## config.mk

```make
export PLATFORM = sky130hd
export DESIGN_NAME = n64_poll_scheduler
export DESIGN_NICKNAME = d
export VERILOG_FILES = /design/src/rtl/n64_sched_pkg.sv /design/src/rtl/n64_sched_regs.sv /design/src/rtl/n64_poll_scheduler.sv
export SDC_FILE = /design/constraint.sdc
export NUM_CORES = 1
export LEC_CHECK = 0
export ABC_AREA = 1
export ABC_CLOCK_PERIOD_IN_PS = 7300
export CAP_MARGIN = 20
export CORE_ASPECT_RATIO = 1.2
export CORE_MARGIN = 4
export CORE_UTILIZATION = 26
export DETAILED_ROUTE_END_ITERATION = 10
export HOLD_SLACK_MARGIN = 0.12
export SYNTH_ARGS = -nofsm -noshare
export SYNTH_HDL_FRONTEND = slang
export SYNTH_HIERARCHICAL = 1
export SYNTH_SLANG_ARGS = --single-unit
```

## constraint.sdc

```tcl
create_clock -name PCLK -period 7.3 [get_ports PCLK]
set_clock_uncertainty 0.15 [all_clocks]
set_input_delay 2.19 -clock PCLK [delete_from_list [all_inputs] [get_ports PCLK]]
set_output_delay 2.19 -clock PCLK [all_outputs]
set_load 0.05 [all_outputs]
```

## src/rtl/n64_sched_pkg.sv

```systemverilog
// Shared types and constants for the N64 poll scheduler: FSM states,
// register offsets, bit positions and the port-search helper.
package n64_sched_pkg;

  typedef enum logic [2:0] {
    ST_IDLE,
    ST_WAIT_TICK,
    ST_ISSUE,
    ST_WAIT_DONE,
    ST_GUARD
  } state_e;

  localparam logic [7:0] REG_CTRL   = 8'h00;
  localparam logic [7:0] REG_PERIOD = 8'h04;
  localparam logic [7:0] REG_STATUS = 8'h08;
  localparam logic [7:0] REG_DATA0  = 8'h10;

  localparam logic [7:0] N64_CMD_STATUS = 8'h01;

  localparam int CTRL_EN_BIT    = 0;
  localparam int CTRL_MASK_LSB  = 8;
  localparam int CTRL_IRQEN_BIT = 16;

  localparam int STAT_VALID_LSB   = 0;
  localparam int STAT_NORESP_LSB  = 4;
  localparam int STAT_HANG_BIT    = 8;
  localparam int STAT_OVERRUN_BIT = 9;
  localparam int STAT_BUSY_BIT    = 16;
  localparam int STAT_IRQ_BIT     = 31;

  // Lowest set bit of mask at index >= from; returns {found, index}.
  function automatic logic [2:0] find_port(input logic [3:0] mask, input logic [2:0] from);
    logic [2:0] r;
    r = 3'b000;
    for (int i = 3; i >= 0; i--) begin
      if (mask[i] && (3'(i) >= from)) r = {1'b1, 2'(i)};
    end
    return r;
  endfunction

endpackage

```

## src/rtl/n64_sched_regs.sv

```systemverilog
// APB register file for the poll scheduler: CTRL/PERIOD/STATUS/DATA_i,
// W1C sticky status with hardware-set priority, registered read data.
// Optional frame-change interrupt is built when N64_SCHED_IRQ_EN is defined.
module n64_sched_regs
  import n64_sched_pkg::*;
#(
  parameter int NUM_PORTS = 4
) (
  input  logic        pclk_i,
  input  logic        presern_i,
  input  logic        psel_i,
  input  logic        penable_i,
  input  logic        pwrite_i,
  input  logic [7:0]  paddr_i,
  input  logic [31:0] pwdata_i,
  output logic [31:0] prdata_o,
  input  logic        cap_valid_i,
  input  logic        cap_noresp_i,
  input  logic [1:0]  cap_port_i,
  input  logic [31:0] cap_data_i,
  input  logic        hang_set_i,
  input  logic        overrun_set_i,
  input  logic        frame_start_i,
  input  logic        frame_end_i,
  input  logic        busy_i,
  output logic        enable_o,
  output logic [3:0]  mask_o,
  output logic [31:0] period_o,
  output logic        period_wr_o,
  output logic        irq_o
);

  logic                 wr_en, rd_setup, ctrl_wr, status_wr;
  logic                 enable_q;
  logic [NUM_PORTS-1:0] mask_q;
  logic [31:0]          period_q;
  logic [NUM_PORTS-1:0] valid_q, valid_d, noresp_q, noresp_d, port_hit;
  logic                 hang_q, hang_d, overrun_q, overrun_d;
  logic [31:0]          data_q [NUM_PORTS];
  logic [31:0]          prdata_q, rdata;
  logic                 unused_pwdata;

  assign wr_en       = psel_i & penable_i & pwrite_i;
  assign rd_setup    = psel_i & ~penable_i & ~pwrite_i;
  assign ctrl_wr     = wr_en && (paddr_i == REG_CTRL);
  assign status_wr   = wr_en && (paddr_i == REG_STATUS);
  assign period_wr_o = wr_en && (paddr_i == REG_PERIOD);
  assign enable_o    = enable_q;
  assign period_o    = period_q;
  assign prdata_o    = prdata_q;
  assign unused_pwdata = ^pwdata_i;

  // Decode which port the current capture event belongs to; pad the mask.
  always_comb begin
    mask_o = '0;
    mask_o[NUM_PORTS-1:0] = mask_q;
    for (int i = 0; i < NUM_PORTS; i++) port_hit[i] = (cap_port_i == 2'(i));
  end

  // Sticky status next state: W1C clears first, hardware sets override.
  always_comb begin
    // NOTE: every variable gets a default at the top of a combinational block, so no path can infer a latch.
    valid_d   = valid_q;
    noresp_d  = noresp_q;
    hang_d    = hang_q;
    overrun_d = overrun_q;
    if (status_wr) begin
      valid_d   = valid_q  & ~pwdata_i[STAT_VALID_LSB  +: NUM_PORTS];
      noresp_d  = noresp_q & ~pwdata_i[STAT_NORESP_LSB +: NUM_PORTS];
      hang_d    = hang_q    & ~pwdata_i[STAT_HANG_BIT];
      overrun_d = overrun_q & ~pwdata_i[STAT_OVERRUN_BIT];
    end
    for (int i = 0; i < NUM_PORTS; i++) begin
      if (cap_valid_i  && port_hit[i]) valid_d[i]  = 1'b1;
      if (cap_noresp_i && port_hit[i]) noresp_d[i] = 1'b1;
    end
    if (hang_set_i)    hang_d    = 1'b1;
    if (overrun_set_i) overrun_d = 1'b1;
  end

`ifdef N64_SCHED_IRQ_EN
  logic irq_en_q, changed_q, changed_d, irq_q, irq_d;

  // Track data changes within a frame and raise a level irq at frame end.
  always_comb begin
    changed_d = frame_start_i ? 1'b0 : changed_q;
    for (int i = 0; i < NUM_PORTS; i++) begin
      if (cap_valid_i && port_hit[i] && (cap_data_i != data_q[i])) changed_d = 1'b1;
    end
    irq_d = irq_q & ~(status_wr & pwdata_i[STAT_IRQ_BIT]);
    if (frame_end_i && irq_en_q && changed_q) irq_d = 1'b1;
  end

  // Interrupt enable, change flag and pending state.
  always_ff @(posedge pclk_i) begin
    if (presern_i) begin
      irq_en_q  <= 1'b0;
      changed_q <= 1'b0;
      irq_q     <= 1'b0;
    end else begin
      if (ctrl_wr) irq_en_q <= pwdata_i[CTRL_IRQEN_BIT];
      changed_q <= changed_d;
      irq_q     <= irq_d;
    end
  end

  assign irq_o = irq_q;
`else
  logic unused_irq;
  assign unused_irq = ^{frame_start_i, frame_end_i};
  assign irq_o = 1'b0;
`endif

  // Read mux for the registered APB read data.
  always_comb begin
    rdata = '0;
    case (paddr_i)
      REG_CTRL: begin
        rdata[CTRL_EN_BIT] = enable_q;
        rdata[CTRL_MASK_LSB +: NUM_PORTS] = mask_q;
`ifdef N64_SCHED_IRQ_EN
        rdata[CTRL_IRQEN_BIT] = irq_en_q;
`endif
      end
      REG_PERIOD: rdata = period_q;
      REG_STATUS: begin
        rdata[STAT_VALID_LSB  +: NUM_PORTS] = valid_q;
        rdata[STAT_NORESP_LSB +: NUM_PORTS] = noresp_q;
        rdata[STAT_HANG_BIT]    = hang_q;
        rdata[STAT_OVERRUN_BIT] = overrun_q;
        rdata[STAT_BUSY_BIT]    = busy_i;
`ifdef N64_SCHED_IRQ_EN
        rdata[STAT_IRQ_BIT]     = irq_q;
`endif
      end
      default: begin
        for (int i = 0; i < NUM_PORTS; i++) begin
          if (paddr_i == REG_DATA0 + 8'(4 * i)) rdata = data_q[i];
        end
      end
    endcase
  end

  // Register file, captured replies and setup-phase read data.
  always_ff @(posedge pclk_i) begin
    if (presern_i) begin
      enable_q  <= 1'b0;
      mask_q    <= '0;
      period_q  <= '0;
      valid_q   <= '0;
      noresp_q  <= '0;
      hang_q    <= 1'b0;
      overrun_q <= 1'b0;
      prdata_q  <= '0;
      // NOTE: the reply array is software-visible and must read 0 after reset, so it is cleared here rather than left as uninitialised storage.
      for (int i = 0; i < NUM_PORTS; i++) data_q[i] <= '0;
    end else begin
      if (ctrl_wr) begin
        enable_q <= pwdata_i[CTRL_EN_BIT];
        mask_q   <= pwdata_i[CTRL_MASK_LSB +: NUM_PORTS];
      end
      if (period_wr_o) period_q <= pwdata_i;
      valid_q   <= valid_d;
      noresp_q  <= noresp_d;
      hang_q    <= hang_d;
      overrun_q <= overrun_d;
      for (int i = 0; i < NUM_PORTS; i++) begin
        if (cap_valid_i && port_hit[i]) data_q[i] <= cap_data_i;
      end
      if (rd_setup) prdata_q <= rdata;
    end
  end

endmodule

```

## src/rtl/n64_poll_scheduler.sv

```systemverilog
// N64 status-poll scheduler: period counter, per-frame port sequencing FSM,
// guard spacing and watchdog around a shared single-wire bit engine.
// Optional frame-change interrupt: define N64_SCHED_IRQ_EN.
module n64_poll_scheduler
  import n64_sched_pkg::*;
#(
  parameter int NUM_PORTS    = 4,
  parameter int GUARD_CYCLES = 200,
  parameter int WDOG_CYCLES  = 20000
) (
  input  logic        PCLK,
  input  logic        PRESERN,
  input  logic        PSEL,
  input  logic        PENABLE,
  input  logic        PWRITE,
  input  logic [31:0] PADDR,
  input  logic [31:0] PWDATA,
  output logic [31:0] PRDATA,
  output logic        PREADY,
  output logic        PSLVERR,
  output logic        eng_start,
  output logic [7:0]  eng_cmd,
  output logic [1:0]  eng_port,
  output logic        eng_abort,
  input  logic        eng_busy,
  input  logic        eng_done,
  input  logic [31:0] eng_data,
  input  logic        eng_noresp,
  output logic        irq
);

  localparam int GW = $clog2(GUARD_CYCLES + 1);
  localparam int WW = $clog2(WDOG_CYCLES + 1);

  state_e          state_q, state_d;
  logic [1:0]      port_q, port_d;
  logic [3:0]      fmask_q, fmask_d;
  logic [GW-1:0]   gcnt_q, gcnt_d;
  logic [WW-1:0]   wdog_q, wdog_d;
  logic [31:0]     cnt_q, cnt_d;
  logic            start_q, start_d, abort_q, abort_d;
  logic            enable, period_wr, tick, frame_active;
  logic            cap_valid, cap_noresp, hang_set, frame_start, frame_end;
  logic [3:0]      mask;
  logic [31:0]     period;
  logic [2:0]      first, nxt;
  logic            unused_paddr;

  assign PREADY    = 1'b1;
  assign PSLVERR   = 1'b0;
  assign eng_cmd   = N64_CMD_STATUS;
  assign eng_start = start_q;
  assign eng_abort = abort_q;
  assign eng_port  = port_q;
  assign unused_paddr = ^PADDR[31:8];

  assign frame_active = (state_q == ST_ISSUE) || (state_q == ST_WAIT_DONE) || (state_q == ST_GUARD);
  assign tick  = enable && ((period == 32'd0) || (cnt_q == period - 32'd1));
  assign first = find_port(mask, 3'd0);
  assign nxt   = find_port(fmask_q, {1'b0, port_q} + 3'd1);

  n64_sched_regs #(.NUM_PORTS(NUM_PORTS)) u_regs (
    .pclk_i        (PCLK),
    .presern_i     (PRESERN),
    .psel_i        (PSEL),
    .penable_i     (PENABLE),
    .pwrite_i      (PWRITE),
    .paddr_i       (PADDR[7:0]),
    .pwdata_i      (PWDATA),
    .prdata_o      (PRDATA),
    .cap_valid_i   (cap_valid),
    .cap_noresp_i  (cap_noresp),
    .cap_port_i    (port_q),
    .cap_data_i    (eng_data),
    .hang_set_i    (hang_set),
    .overrun_set_i (tick && frame_active),
    .frame_start_i (frame_start),
    .frame_end_i   (frame_end),
    .busy_i        (frame_active),
    .enable_o      (enable),
    .mask_o        (mask),
    .period_o      (period),
    .period_wr_o   (period_wr),
    .irq_o         (irq)
  );

  // Free-running frame counter; a PERIOD write restarts it.
  always_comb begin
    cnt_d = cnt_q;
    if (period_wr)   cnt_d = '0;
    else if (enable) cnt_d = tick ? 32'd0 : cnt_q + 32'd1;
  end

  // Scheduler next-state and one-cycle engine strobes.
  always_comb begin
    state_d     = state_q;
    port_d      = port_q;
    fmask_d     = fmask_q;
    gcnt_d      = gcnt_q;
    wdog_d      = wdog_q;
    start_d     = 1'b0;
    abort_d     = 1'b0;
    cap_valid   = 1'b0;
    cap_noresp  = 1'b0;
    hang_set    = 1'b0;
    frame_start = 1'b0;
    frame_end   = 1'b0;
    case (state_q)
      ST_IDLE: if (enable) state_d = ST_WAIT_TICK;
      ST_WAIT_TICK: begin
        if (!enable) begin
          state_d = ST_IDLE;
        end else if (tick && (mask != 4'd0)) begin
          fmask_d     = mask;
          port_d      = first[1:0];
          frame_start = 1'b1;
          state_d     = ST_ISSUE;
        end
      end
      ST_ISSUE: begin
        if (!enable) begin
          frame_end = 1'b1;
          state_d   = ST_IDLE;
        end else if (!eng_busy) begin
          start_d = 1'b1;
          wdog_d  = '0;
          state_d = ST_WAIT_DONE;
        end
      end
      ST_WAIT_DONE: begin
        wdog_d = wdog_q + 1'b1;
        gcnt_d = '0;
        if (eng_done) begin
          cap_valid = 1'b1;
          state_d   = ST_GUARD;
        end else if (eng_noresp) begin
          cap_noresp = 1'b1;
          state_d    = ST_GUARD;
        end else if (wdog_q == WW'(WDOG_CYCLES - 1)) begin
          abort_d  = 1'b1;
          hang_set = 1'b1;
          state_d  = ST_GUARD;
        end
      end
      ST_GUARD: begin
        gcnt_d = gcnt_q + 1'b1;
        if (gcnt_q == GW'(GUARD_CYCLES - 1)) begin
          if (!enable) begin
            frame_end = 1'b1;
            state_d   = ST_IDLE;
          end else if (nxt[2]) begin
            port_d  = nxt[1:0];
            state_d = ST_ISSUE;
          end else begin
            frame_end = 1'b1;
            state_d   = ST_WAIT_TICK;
          end
        end
      end
      default: state_d = ST_IDLE;
    endcase
  end

  // State, counters and registered engine outputs.
  always_ff @(posedge PCLK) begin
    if (PRESERN) begin
      state_q <= ST_IDLE;
      port_q  <= '0;
      fmask_q <= '0;
      gcnt_q  <= '0;
      wdog_q  <= '0;
      cnt_q   <= '0;
      start_q <= 1'b0;
      abort_q <= 1'b0;
    end else begin
      // NOTE: sequential state uses non-blocking assignments so every register samples pre-edge values.
      state_q <= state_d;
      port_q  <= port_d;
      fmask_q <= fmask_d;
      gcnt_q  <= gcnt_d;
      wdog_q  <= wdog_d;
      cnt_q   <= cnt_d;
      start_q <= start_d;
      abort_q <= abort_d;
    end
  end

endmodule

```

Word level (Yosys, flattened, before mapping) --
Memories as Yosys holds them, arrays and structs flattened. Index checks and enable logic that the tools add are counted.
Operators by class: add/sub/neg operators 5, $mul 0, divide/modulo/power cells 0, $lt $le $gt $ge 4, equal/unequal tests 27, shifts and indexed selects 0, multiplexer cells 84, bitwise operators 20, reductions and logical operators 46
Operators with widths (count):
- 2-to-1 mux 32 bit | 9
- one-hot mux 15 bit (2 select lines) | 2
- 2-to-1 mux 3 bit | 13
- 2-to-1 mux 1 bit | 36
- adder 32 x 1 -> 32 bit, second input constant | 1
- == test 32 bit | 1
- == test 8 x 5 -> 1 bit, second input constant | 4
- logical NOT 32 bit | 1
- subtractor 32 x 1 -> 32 bit, second input constant | 1
- 2-to-1 mux 15 bit | 2
- nonzero test 2 bit | 13
- 2-to-1 mux 2 bit | 11
- one-hot mux 7 bit (3 select lines) | 1
- logical AND 1 bit | 18
- one-hot mux 8 bit (2 select lines) | 1
- adder 15 x 1 -> 15 bit, second input constant | 1
- == test 15 bit, second input constant | 1
- one-hot mux 3 bit (5 select lines) | 1
- one-hot mux 2 bit (3 select lines) | 2
- inequality test 2 x 1 -> 1 bit, second input constant | 5
- adder 8 x 1 -> 8 bit, second input constant | 1
- AND 4 bit | 2
- == test 8 x 3 -> 1 bit, second input constant | 1
- == test 8 x 4 -> 1 bit, second input constant | 1
- other kinds (30) | 57
Word-level totals: bits in registers 145, bits in latches 0, RAM bits 128, memory bits (read-only) 0, input port bits 104, output and inout port bits 47, logic and storage cells 209, memories 1
Memory list:
- u_regs.data_q | words 4, width 32, read ports 4, clocked after memory_dff 0, wr ports 4, line n64_sched_regs.sv:39 | logic [31:0] data_q [NUM_PORTS];

Depth between registers and ports, before layout --
Gate-level depths: netlist of the first run.
depth in word-level cells 11, mapped depth 21, mapped depth without buffers 20

Hierarchy --
Netlist of the first run, hierarchy kept.
Modules (own cells, without submodules):
- n64_sched_regs | instances 1, cells an instance 958, area each 8842.2 um2, sequential area each 5425.2 um2
- n64_poll_scheduler | instances 1, cells an instance 771, area each 4929.7 um2, sequential area each 1301.2 um2

Worst setup path before layout of the first run --
Ideal clock, no wire load.
kind input-to-reg, from input eng_busy, to register wdog_q[14], library setup time 0.119 ns, arrival time 3.507 ns, required time 7.031 ns, path slack 3.524 ns, cell stages on the path 9, buffers on the path 0, path through nor2_1 > o21ai_0 > nor3_1 > nand2_1 > nor3_1 > and3_1 > nand2_1 > o21ai_0 > a21oi_1
Between the ends: longest elaborated chain between the ends 2
Ends and longest elaborated chain:
- start, declared | line n64_poll_scheduler.sv:25 | input logic eng_busy,
- inequality test 2 bit (no line)
- AND reduction 3 bit (no line)
- end signal, assigned | line n64_poll_scheduler.sv:181 | wdog_q <= wdog_d;
- end, declared | line n64_poll_scheduler.sv:39 | logic [WW-1:0] wdog_q, wdog_d;
Every way passes these cells. A chain may end at the register's enable or synchronous reset.

Worst setup path in the final report of the first run --
from input PADDR[3], to register u_regs.period_q[1], in the netlist u_regs/period_o[1]
Between the ends: longest elaborated chain between the ends 2
Ends and longest elaborated chain:
- start, declared | line n64_poll_scheduler.sv:16 | input logic [31:0] PADDR,
- == test 8 x 3 -> 1 bit | line n64_sched_regs.sv:47 | assign period_wr_o = wr_en && (paddr_i == REG_PERIOD);
- logical AND 1 bit | line n64_sched_regs.sv:47
- named net period_wr | line n64_poll_scheduler.sv:42 | logic enable, period_wr, tick, frame_active;
- end signal, assigned | line n64_sched_regs.sv:162 | if (period_wr_o) period_q <= pwdata_i;
- end, declared | line n64_sched_regs.sv:36 | logic [31:0] period_q;
The timed path passes the listed nets, and every way through them passes these cells.

==> results.ini, run 1 <==
[timing]
setup_viol=0
hold_viol_final=0
tightest_slew_ns=1.04
min_period_ns=4.84
final.setup.tns_ns=0
maxSlewHeadroom_pct=30.3
drv_slew=0
rsz0062_at_grt=false
fmax_mhz=207
worst_slack_ns=2.46
finalCritPeriodShare_pct=66.3

[placement]
dp.cells=2485
routabilityCongestion=0.934
port_buffers=115
post-place-ws_ns=1.94
place_area_sq_um=15400
hpwl_um=28500

[die]
core_area_sq_um=52500
die_x_um=218
die_area_sq_um=56700
fp.dieH_um=260
initial_core_util_pct=26.2
rows=92
io_pins=151

[clock_tree]
clock_sink_count=272
hold_buffers=0
clk_pin_slew_ns=0.06
clockBufferDepth=3
cts_tree=yes
cts_resized=0
tritoncts.num_buffers=27
post_cts.repair.setup_buffers=0
clk_latency_ns=0.55
cts_max_level=1
root_buffer=clkbuf_16

[pwr]
vdd_drop_max_mv=0.121
powerDensity_nw_per_um2=210
p_total_mw=3.44
leakage_nw=6.53

[setup_path]
reg2reg_slack_ns=4.09
cpPeakStageDelay_ns=0.67
cp.buffers_inverters=4
required_ns=7.55
path_cells=clkdlybuf4s50_1 -> inv_2 -> nand2_1 -> nor2_4 -> buf_4 -> nand2_4 -> nor2_4 -> inv_2 -> o21ai_0 -> a21oi_1
cp_slowest_cell=nor2_4
crit_path_end_kind=flip-flop
crit_fanout=35
rr_worst_depth=15
critical_path_class=input port to flip-flop
critPathLaunchType=input port
crit_family=buffers and inverters
rr_endpoint=cnt_q[27]
arrival_ns=5.09
rr_startpoint=u_regs/period_o[0]

[routing]
vias_per_cell=4.64
drtAntennaViolNets=0
first_pass_iters=5
drtIter0Drc=781
dr_total_vias=11800
drc=0
drt-total-wl_um=40600
avgRoutedWirePerCell_um=16.0

[min_path]
hp-class=flip-flop to flip-flop
worstHoldPathCells=2
min-delay-start=fmask_q[3]
hold-path-endpoint=fmask_q[3]

[yosys]
syn_inst=1726
synth_warnings=6
synthesis.area_sq_um=13800
syn_area_per_cell_sq_um=7.97

[global_routing]
grt_pass1_vias=11700
antenna_found_initial=1
grt_overflow_total=0
grt_use_total_pct=13.9
grt_pass1_wl_um=63400
grt_max_degree=66

[flow_run]
max_cap_violations=0

[run_status]
status=finished, final reports clean

[layout]
layout_commonest_cell=nor2_1
drive_gt1_share_pct=7.97
fin_cells=2537
syn_to_final_growth_pct=18.9
layout_common_cells=328 x nor2_1, 264 x nand2_1, 162 x inv_1, 149 x nand3_1, 144 x dfxtp_1
final_area_sq_um=16400
finalNetCount=1919

## worst reg2reg max path: cells and delay by family (launching register included)
kind	cells	cell delay, ns
and+or+nand+nor	11	1.57
buffers and inverters	2	0.47
DFF	1	0.35
AOI/OAI and AO/OA	1	0.32
adders and majority gates	1	0.21
## metrics by stage
| stage | hold slack (ns) | utilization, % |
|---|---|---|
| final | 0.307 | 31.2 |
| after floorplan | 0.274 | - |
| after global routing | 0.332 | 31.2 |
| after detailed placement | 0.303 | 29.4 |
| after CTS | 0.313 | 31.1 |
| after global placement | 0.288 | 29.4 |
## power breakdown
part / switching [mW] / total (mW) / internal, mW
Sequential: 0.0333 / 1.68 / 1.64
Clock: 0.602 / 1.41 / 0.812
Combinational: 0.237 / 0.351 / 0.114
## layout make-up
class	count	area [sq um]
Fill cell	5611	36100
Antenna cell	1	2.50
Clock buffer	39	778
Timing Repair Buffer	125	1230
Multi-Input combinational cell	1204	5940
Clock inverter	10	106
Tap cell	705	882
Sequential cell	272	6730
Inverter	181	686
## metal layers
metal  vias up  GRT usage (%)  share of wire (%)
met3        61           1.65                4.1
li1       5846              -                  -
met4         0           4.25                2.7
met2       265           25.5                 51
met5         -              0                  0
met1      5597           17.0                 42
## worst max-delay path by stage
stage,start,slack [ns],endpoint,cells after the start
2_1_floorplan,eng_busy,3.52,wdog_q[14],9
5_1_grt,PADDR[3],2.24,u_regs/period_o[1],10
6_report,PADDR[3],2.46,u_regs/period_o[1],10
4_1_cts,PADDR[3],2.52,u_regs/period_o[1],10
3_5_place_dp,PADDR[3],1.94,u_regs/period_o[1],10
3_3_place_gp,PADDR[3],2.01,u_regs/period_o[1],10
## flip-flops by register name, indices dropped and copies added (netlist names), 4 cells and up
| signal | count |
|---|---|
| u_regs/noresp_q | 4 |
| u_regs/prdata_o | 32 |
| u_regs/valid_q | 4 |
| u_regs/period_o | 32 |
| cnt_q | 32 |
| wdog_q | 15 |
| u_regs/mask_o | 4 |
| u_regs/data_q | 128 |
| gcnt_q | 8 |
(Power assumes the default switching activity.)
==> run 2, diff against run 1 <==
--- a/config.mk
+++ b/config.mk
@@ -6,7 +6,7 @@
 export NUM_CORES = 1
 export LEC_CHECK = 0
 export ABC_AREA = 1
-export ABC_CLOCK_PERIOD_IN_PS = 7300
+export ABC_CLOCK_PERIOD_IN_PS = 4040
 export CAP_MARGIN = 20
 export CORE_ASPECT_RATIO = 1.2
 export CORE_MARGIN = 4
==> constraint.sdc (replaced) <==
create_clock -name PCLK -period 4.04 [get_ports PCLK]
set_clock_uncertainty 0.15 [all_clocks]
set_input_delay 1.212 -clock PCLK [delete_from_list [all_inputs] [get_ports PCLK]]
set_output_delay 1.212 -clock PCLK [all_outputs]
set_load 0.05 [all_outputs]
==> run 2 against run 1 <==
Clock-buffer cell count is 7 lower. Largest power group unchanged. Sequential power up 80%. First-iteration DRC count decreased by 2.0%. Register-to-register slack got worse by 3.2 ns. Critical path type is now flip-flop to output port. Worst setup slack got worse by 1.8 ns. Non-clock buffer count rose by 16. Hold slack hardly changed. Core utilization grew 0.26 points. Critical path depth down 9.
==> results.ini, run 2 (synthesis gave the netlist of run 1 again) <==
[run_status]
status=finished, final reports clean

[die]
die_x_um=218
die_area_sq_um=56700
initial_core_util_pct=26.2
rows=92
io_pins=151
core_area_sq_um=52500
fp.dieH_um=260

[setup_path]
crit_fanout=11
cp_slowest_cell=clkdlybuf4s50_1
critPathLaunchType=flip-flop
path_cells=clkdlybuf4s50_1
crit_path_end_kind=output port
cp.buffers_inverters=1
required_ns=2.68
critical_path_class=flip-flop to output port
crit_family=buffers and inverters
cpPeakStageDelay_ns=0.93
arrival_ns=2.05

[layout]
fin_cells=2552
antennaDiodeCount=0
drive_gt1_share_pct=8.45
top_register=u_regs/data_q
final_area_sq_um=16500
syn_to_final_growth_pct=19.9
layout_commonest_cell=nor2_1
finalNetCount=1935
largest_register_ffs=128
layout_common_cells=328 x nor2_1, 266 x nand2_1, 164 x inv_1, 149 x nand3_1, 144 x dfxtp_1

[placement]
hpwl_um=29200
routabilityCongestion=0.897
port_buffers=115
place_area_sq_um=15600
dp.cells=2503

[routing]
drtIter0Drc=765
drtAntennaViolNets=0
vias_per_cell=4.60
avgRoutedWirePerCell_um=15.8
drt-total-wl_um=40300
dr_total_vias=11700
first_pass_iters=5
drc=0

[pwr]
p_clk_share_pct=40.8
vdd_drop_max_mv=0.229
power_frac_seq_pct=48.7
p_total_mw=6.22
powerDensity_nw_per_um2=377
leakage_nw=6.60
p_switching_mw=1.58
swShare_pct=25.4
p_int_mw=4.64
combinationalPowerShare_pct=10.5

[timing]
fmax_mhz=293
finalCritPeriodShare_pct=84.4
maxSlewHeadroom_pct=49.2
tightest_slew_ns=0.758
hold_viol_final=0
final.setup.tns_ns=0
holdWs_ns=0.307
min_period_ns=3.41
setup_viol=0
drv_slew=0
rsz0062_at_grt=false

[flow_run]
max_cap_violations=0

[clock_tree]
clock_sink_count=272
post_cts.repair.setup_buffers=0
cts_tree=yes
cts_max_level=1
clockBufferDepth=3
root_buffer=clkbuf_16
tritoncts.num_buffers=27
clk_latency_ns=0.55
hold_buffers=0
clk_pin_slew_ns=0.07
cts_resized=0

[global_routing]
grt_max_degree=63
grt_pass1_vias=11500
grt_pass1_wl_um=62500
grt_use_total_pct=13.7
grt_overflow_total=0
antenna_found_initial=0

[min_path]
hp-class=flip-flop to flip-flop

run 2: cell types whose count changed in the layout (fill, tap and decap cells not counted), moves of 2 or more:
cell	change
clkinvlp_4	+2
clkbuf_1	-2
clkbuf_2	-2
inv_1	+2
nand2_2	-2
buf_12	+3
buf_4	+14
clkinv_1	+4
nand2_1	+2
clkinv_2	-2
run 2: path summary, 6_finish.rpt:
check | start | to | slack (ns) | depth (start not counted)
hold / removal | fmask_q[3] | fmask_q[3] | 0.31 | 2
hold reg to reg | fmask_q[3] | fmask_q[3] | 0.31 | 2
setup / recovery | eng_port[1] | eng_port[1] | 0.63 | 1
setup reg to reg | u_regs/period_o[0] | cnt_q[23] | 0.85 | 16
run 2: area by class of cell:
class | count | area, sq um
clock inverter | 17 | 166
fill | 5673 | 36000
sequential | 272 | 6730
tap | 705 | 882
multi-input combinational | 1204 | 5940
inverter | 181 | 686
clock buffer | 32 | 714
timing repair buffer | 141 | 1380
run 2: metal layers:
metal | part of all wire, % | GRT usage, % | up-vias
met1 | 42 | 16.6 | 5541
met2 | 51 | 25.2 | 274
met3 | 4.4 | 1.71 | 52
met5 | 0 | 0 | -
met4 | 2.5 | 4.16 | 0
li1 | - | - | 5873
run 2: worst register-to-register path, cell delays in order, from the launching register on:
cell      delay [ns]
dfxtp_1         0.35
inv_1           0.12
ha_1            0.21
nand2_2         0.11
nor2_4          0.28
nand2_1         0.22
xor2_1          0.23
nand4_1         0.12
nor2_1          0.13
nand3_1         0.13
nor2_1          0.11
nand3b_1        0.08
nand2_1         0.14
nand2_2         0.14
nand2_1         0.09
buf_4           0.35
nor3b_1         0.10
run 2: metrics by stage:
stage | setup slack [ns] | utilization (%)
global route | 0.585 | 31.4
floorplan | 1.24 | -
CTS | 0.626 | 31.4
finish | 0.631 | 31.4
detailed placement | 0.475 | 29.7
global placement | 0.495 | 29.7
run 2: power groups by stage:
| stage | registers [mW] | logic [mW] | clock network (mW) |
|---|---|---|---|
| 2_1_floorplan | 3.13 | 0.364 | 0 |
| 3_3_place_gp | 3.09 | 0.639 | 0 |
| 3_5_place_dp | 3.09 | 0.651 | 0 |
| 4_1_cts | 3.03 | 0.654 | 2.59 |
| 5_1_grt | 3.04 | 0.713 | 2.70 |
| 6_report | 3.03 | 0.651 | 2.54 |
==> run 3, diff against run 2 <==
--- a/config.mk
+++ b/config.mk
@@ -6,7 +6,7 @@
 export NUM_CORES = 1
 export LEC_CHECK = 0
 export ABC_AREA = 1
-export ABC_CLOCK_PERIOD_IN_PS = 4040
+export ABC_CLOCK_PERIOD_IN_PS = 3200
 export CAP_MARGIN = 20
 export CORE_ASPECT_RATIO = 1.2
 export CORE_MARGIN = 4
==> constraint.sdc (replaced) <==
create_clock -name PCLK -period 3.2 [get_ports PCLK]
set_clock_uncertainty 0.15 [all_clocks]
set_input_delay 0.96 -clock PCLK [delete_from_list [all_inputs] [get_ports PCLK]]
set_output_delay 0.96 -clock PCLK [all_outputs]
set_load 0.05 [all_outputs]
==> run 3 against run 2 <==
Non-clock buffer count rose by 25. Cell count rose by 1.1%. Design area rose by 2.3%. Routed wire length rose by 0.28%. Largest cell class unchanged. Power rose by 30%. Critical path depth did not move. Register-to-register slack got worse by 0.56 ns.
==> results.ini, run 3 (synthesis gave the netlist of run 1 again) <==
[run_status]
status=finished, final reports clean

[clock_tree]
clk_latency_ns=0.56
clock_sink_count=272
root_buffer=clkbuf_16
cts_tree=yes
cts_max_level=1
clk_pin_slew_ns=0.06
clockBufferDepth=3
tritoncts.num_buffers=28

[placement]
dp.cells=2523
port_buffers=115
place_area_sq_um=15900
routabilityCongestion=0.903
hpwl_um=29400

[timing]
rsz0062_at_grt=true
drv_slew=0
maxSlewHeadroom_pct=51.7
hold_viol_final=0
fmax_mhz=320
setup_viol=0
tightest_slew_ns=0.720
holdWs_ns=0.317
finalCritPeriodShare_pct=97.5
final.setup.tns_ns=0
min_period_ns=3.12

[die]
rows=92
die_x_um=218
initial_core_util_pct=26.2
die_area_sq_um=56700
core_area_sq_um=52500
io_pins=151
fp.dieH_um=260

[routing]
wl_met3_um=1690
drt-total-wl_um=40500
drc=0
wl_met1_um=16700
vias_per_cell=4.59
drtAntennaViolNets=0
drtIter0Drc=831
top_layer=met4
avgRoutedWirePerCell_um=15.7
dr_total_vias=11900
first_pass_iters=5
wl_met2_um=20400

[pwr]
p_int_mw=6.06
p_clk_share_pct=42.4
combinationalPowerShare_pct=10.3
power_frac_seq_pct=47.4
swShare_pct=25.0
p_total_mw=8.08
p_switching_mw=2.02
leakage_nw=6.83
vdd_drop_max_mv=0.361
powerDensity_nw_per_um2=478

[layout]
finalNetCount=1961
layout_commonest_cell=nor2_1
antennaDiodeCount=0
final_area_sq_um=16900
drive_gt1_share_pct=9.81
top_register=u_regs/data_q
fin_cells=2580
syn_to_final_growth_pct=22.7
largest_register_ffs=128
layout_common_cells=328 x nor2_1, 265 x nand2_1, 163 x inv_1, 149 x nand3_1, 144 x dfxtp_1

[setup_path]
required_ns=2.09
critical_path_class=flip-flop to output port
cp.buffers_inverters=1
crit_fanout=9
crit_family=buffers and inverters
crit_path_end_kind=output port
cpPeakStageDelay_ns=0.92
arrival_ns=2.01
path_cells=clkdlybuf4s50_1
cp_slowest_cell=clkdlybuf4s50_1
critPathLaunchType=flip-flop

[global_routing]
grt_overflow_total=0
grt_max_degree=65
grt_pass1_wl_um=63500
grt_pass1_vias=11700
antenna_found_initial=1
grt_use_total_pct=14.0

[flow_run]
max_cap_violations=0

[min_path]
hp-class=flip-flop to flip-flop

## run 3: layer usage
layer  track usage [%]  vias up
li1                  -     5942
met1              16.4     5535
met2              25.2      285
met3              2.03       91
met4              5.99        0
met5                 0        -
## run 3: area by class of cell
type | count | area [sq um]
tap | 705 | 882
clock buffer | 37 | 808
fill | 5572 | 35600
multi-input combinational | 1204 | 5940
sequential | 272 | 6730
clock inverter | 15 | 155
timing repair buffer | 166 | 1680
inverter | 181 | 686
## run 3: stage by stage
stage / setup slack [ns] / util (%)
3_3_place_gp: 0.104 / 30.2
6_report: 0.0796 / 32.2
4_1_cts: 0.0541 / 32.0
5_1_grt: -0.0220 / 32.2
2_1_floorplan: 0.654 / -
3_5_place_dp: 0.0724 / 30.2
## run 3: path summary, 6_finish.rpt
| kind | startpoint | endpoint | slack, ns | cells after the start |
|---|---|---|---|---|
| worst min-delay path | u_regs/prdata_o[8] | u_regs/prdata_o[8] | 0.32 | 2 |
| worst max register to register | u_regs/period_o[0] | eng_port[0] | 0.29 | 19 |
| worst min register to register | u_regs/prdata_o[8] | u_regs/prdata_o[8] | 0.32 | 2 |
| worst max-delay path | eng_port[0] | eng_port[0] | 0.08 | 1 |
## run 3: repair_timing
action                                  4_1_cts  5_1_grt
hold buffers                                  0        0
gates resized for setup                       0        3
endpoints found under the setup margin        0       34
setup buffers                                 0        4
## run 3: power by group through the flow
stage	logic, mW	registers (mW)	clock network (mW)
after CTS	0.832	3.82	3.51
after detailed placement	0.827	3.90	0
after floorplan	0.459	3.95	0
after global placement	0.819	3.89	0
final	0.830	3.82	3.42
after global routing	0.917	3.84	3.64
==> variant: new RTL, config.mk and constraints of run 2 <==
The package constant `STAT_NORESP_LSB` goes from 4 to 5.
--- a/src/rtl/n64_sched_pkg.sv
+++ b/src/rtl/n64_sched_pkg.sv
@@ -24,3 +24,3 @@
   localparam int STAT_VALID_LSB   = 0;
-  localparam int STAT_NORESP_LSB  = 4;
+  localparam int STAT_NORESP_LSB  = 5;
   localparam int STAT_HANG_BIT    = 8;
Behaviour: same outputs for any inputs over 4 cycles, from zero or initial values; that may be too few to reach the edited logic, so the function may still have changed.
==> variant against run 2 <==
  * Fmax is 1.7% higher
  * Cell area is 0.85% lower
  * Critical path depth stayed put
  * Worst setup slack better by 0.056 ns
  * Routed wire length is 1.7% lower
  * First-iteration DRC count is 9.5% higher
  * Area after synthesis is 0.70% lower
  * Power is 1.5% lower
  * Sequential cell count is 1 lower
==> variant: results (changes against run 2) <==
cts_buffer_depth: 3  # unchanged
cts-resized-gates: 0  # unchanged
max_stage_delay_ns: 0.91  # -0.02 ns
crit_end: "eng_port[1]"
drtIter0Drc: 838  # +9.5%
dp_worst_setup_slack_ns: 0.341  # -0.134 ns
grt_pass1_wl_mm: 62.3  # -0.32%
dr.pass1.iters: 6  # +1
nets: 1940  # +0.26%
ir_drop_mv: 0.259  # +13%
grt_max_degree: 64  # +1.6%
dp_hpwl_mm: 28.8  # -1.5%
post-route-min-period_ns: 3.35  # -0.0563 ns
relSlewSlack_pct: 54.7  # +5.5 points
worst-path-max-fanout: 10  # -1
place.port_buffers: 115  # unchanged
clk-insertion-delay-late_ns: 0.55  # about the same
via_per_inst: 4.60  # about the same
grt_usage_pct: 13.7  # about the same
drive_gt1_share_pct: 7.46  # -0.99 points
r2r_end: "cnt_q[7]"
yosysWarnings: 6  # unchanged
cp.arrival_ns: 1.99  # -0.06 ns
grt_pass1_vias: 11400  # -0.93%
globalplace.congestion: 0.924  # +3.0%
leakage_nw: 6.57  # -0.57%
post_drt_wl_per_cell_um: 15.6  # -1.5%
status: "completed"
-- variant: cell type report --
class / instances / area (sq um)
clock buffer: 37 / 713
inverter: 169 / 637
tap: 697 / 872
sequential: 271 / 6710
clock inverter: 11 / 139
multi-input combinational: 1223 / 5920
timing repair buffer: 140 / 1360
fill: 5523 / 35300
-- variant: power breakdown --
group          internal (mW)  leakage (nW)  switching, mW  total, mW
Clock                   1.43         0.399           1.06       2.49
Combinational          0.209          3.69          0.413      0.622
Sequential              2.96          2.48         0.0576       3.02
-- variant: routing by layer --
layer,track usage (%),share of wire (%),vias to the layer above
li1,-,-,5868
met1,16.8,42,5495
met2,25.1,51,310
met3,1.51,4.5,59
met4,4.22,2.6,0
met5,0,0,-
-- variant: how the worst min path moves through the flow --
stage | cells past startpoint | endpoint | slack [ns] | startpoint
after floorplan | 2 | fmask_q[3] | 0.27 | fmask_q[3]
after global placement | 2 | fmask_q[3] | 0.29 | fmask_q[3]
after detailed placement | 2 | fmask_q[3] | 0.30 | fmask_q[3]
after CTS | 2 | fmask_q[3] | 0.30 | fmask_q[3]
after global routing | 2 | u_regs/noresp_q[2] | 0.34 | u_regs/noresp_q[2]
final | 2 | fmask_q[3] | 0.31 | fmask_q[3]
-- variant: stage by stage --
step                      instance area, sq um  cells  total power, mW  hold WS, ns
after detailed placement                 15500   2499             3.70        0.295
after global routing                     16400   2548             6.37        0.338
final                                    16400   2548             6.13        0.305
after floorplan                          13700   1739             3.47        0.274
after global placement                   15500   2499             3.69        0.286
after CTS                                16300   2547             6.20        0.305
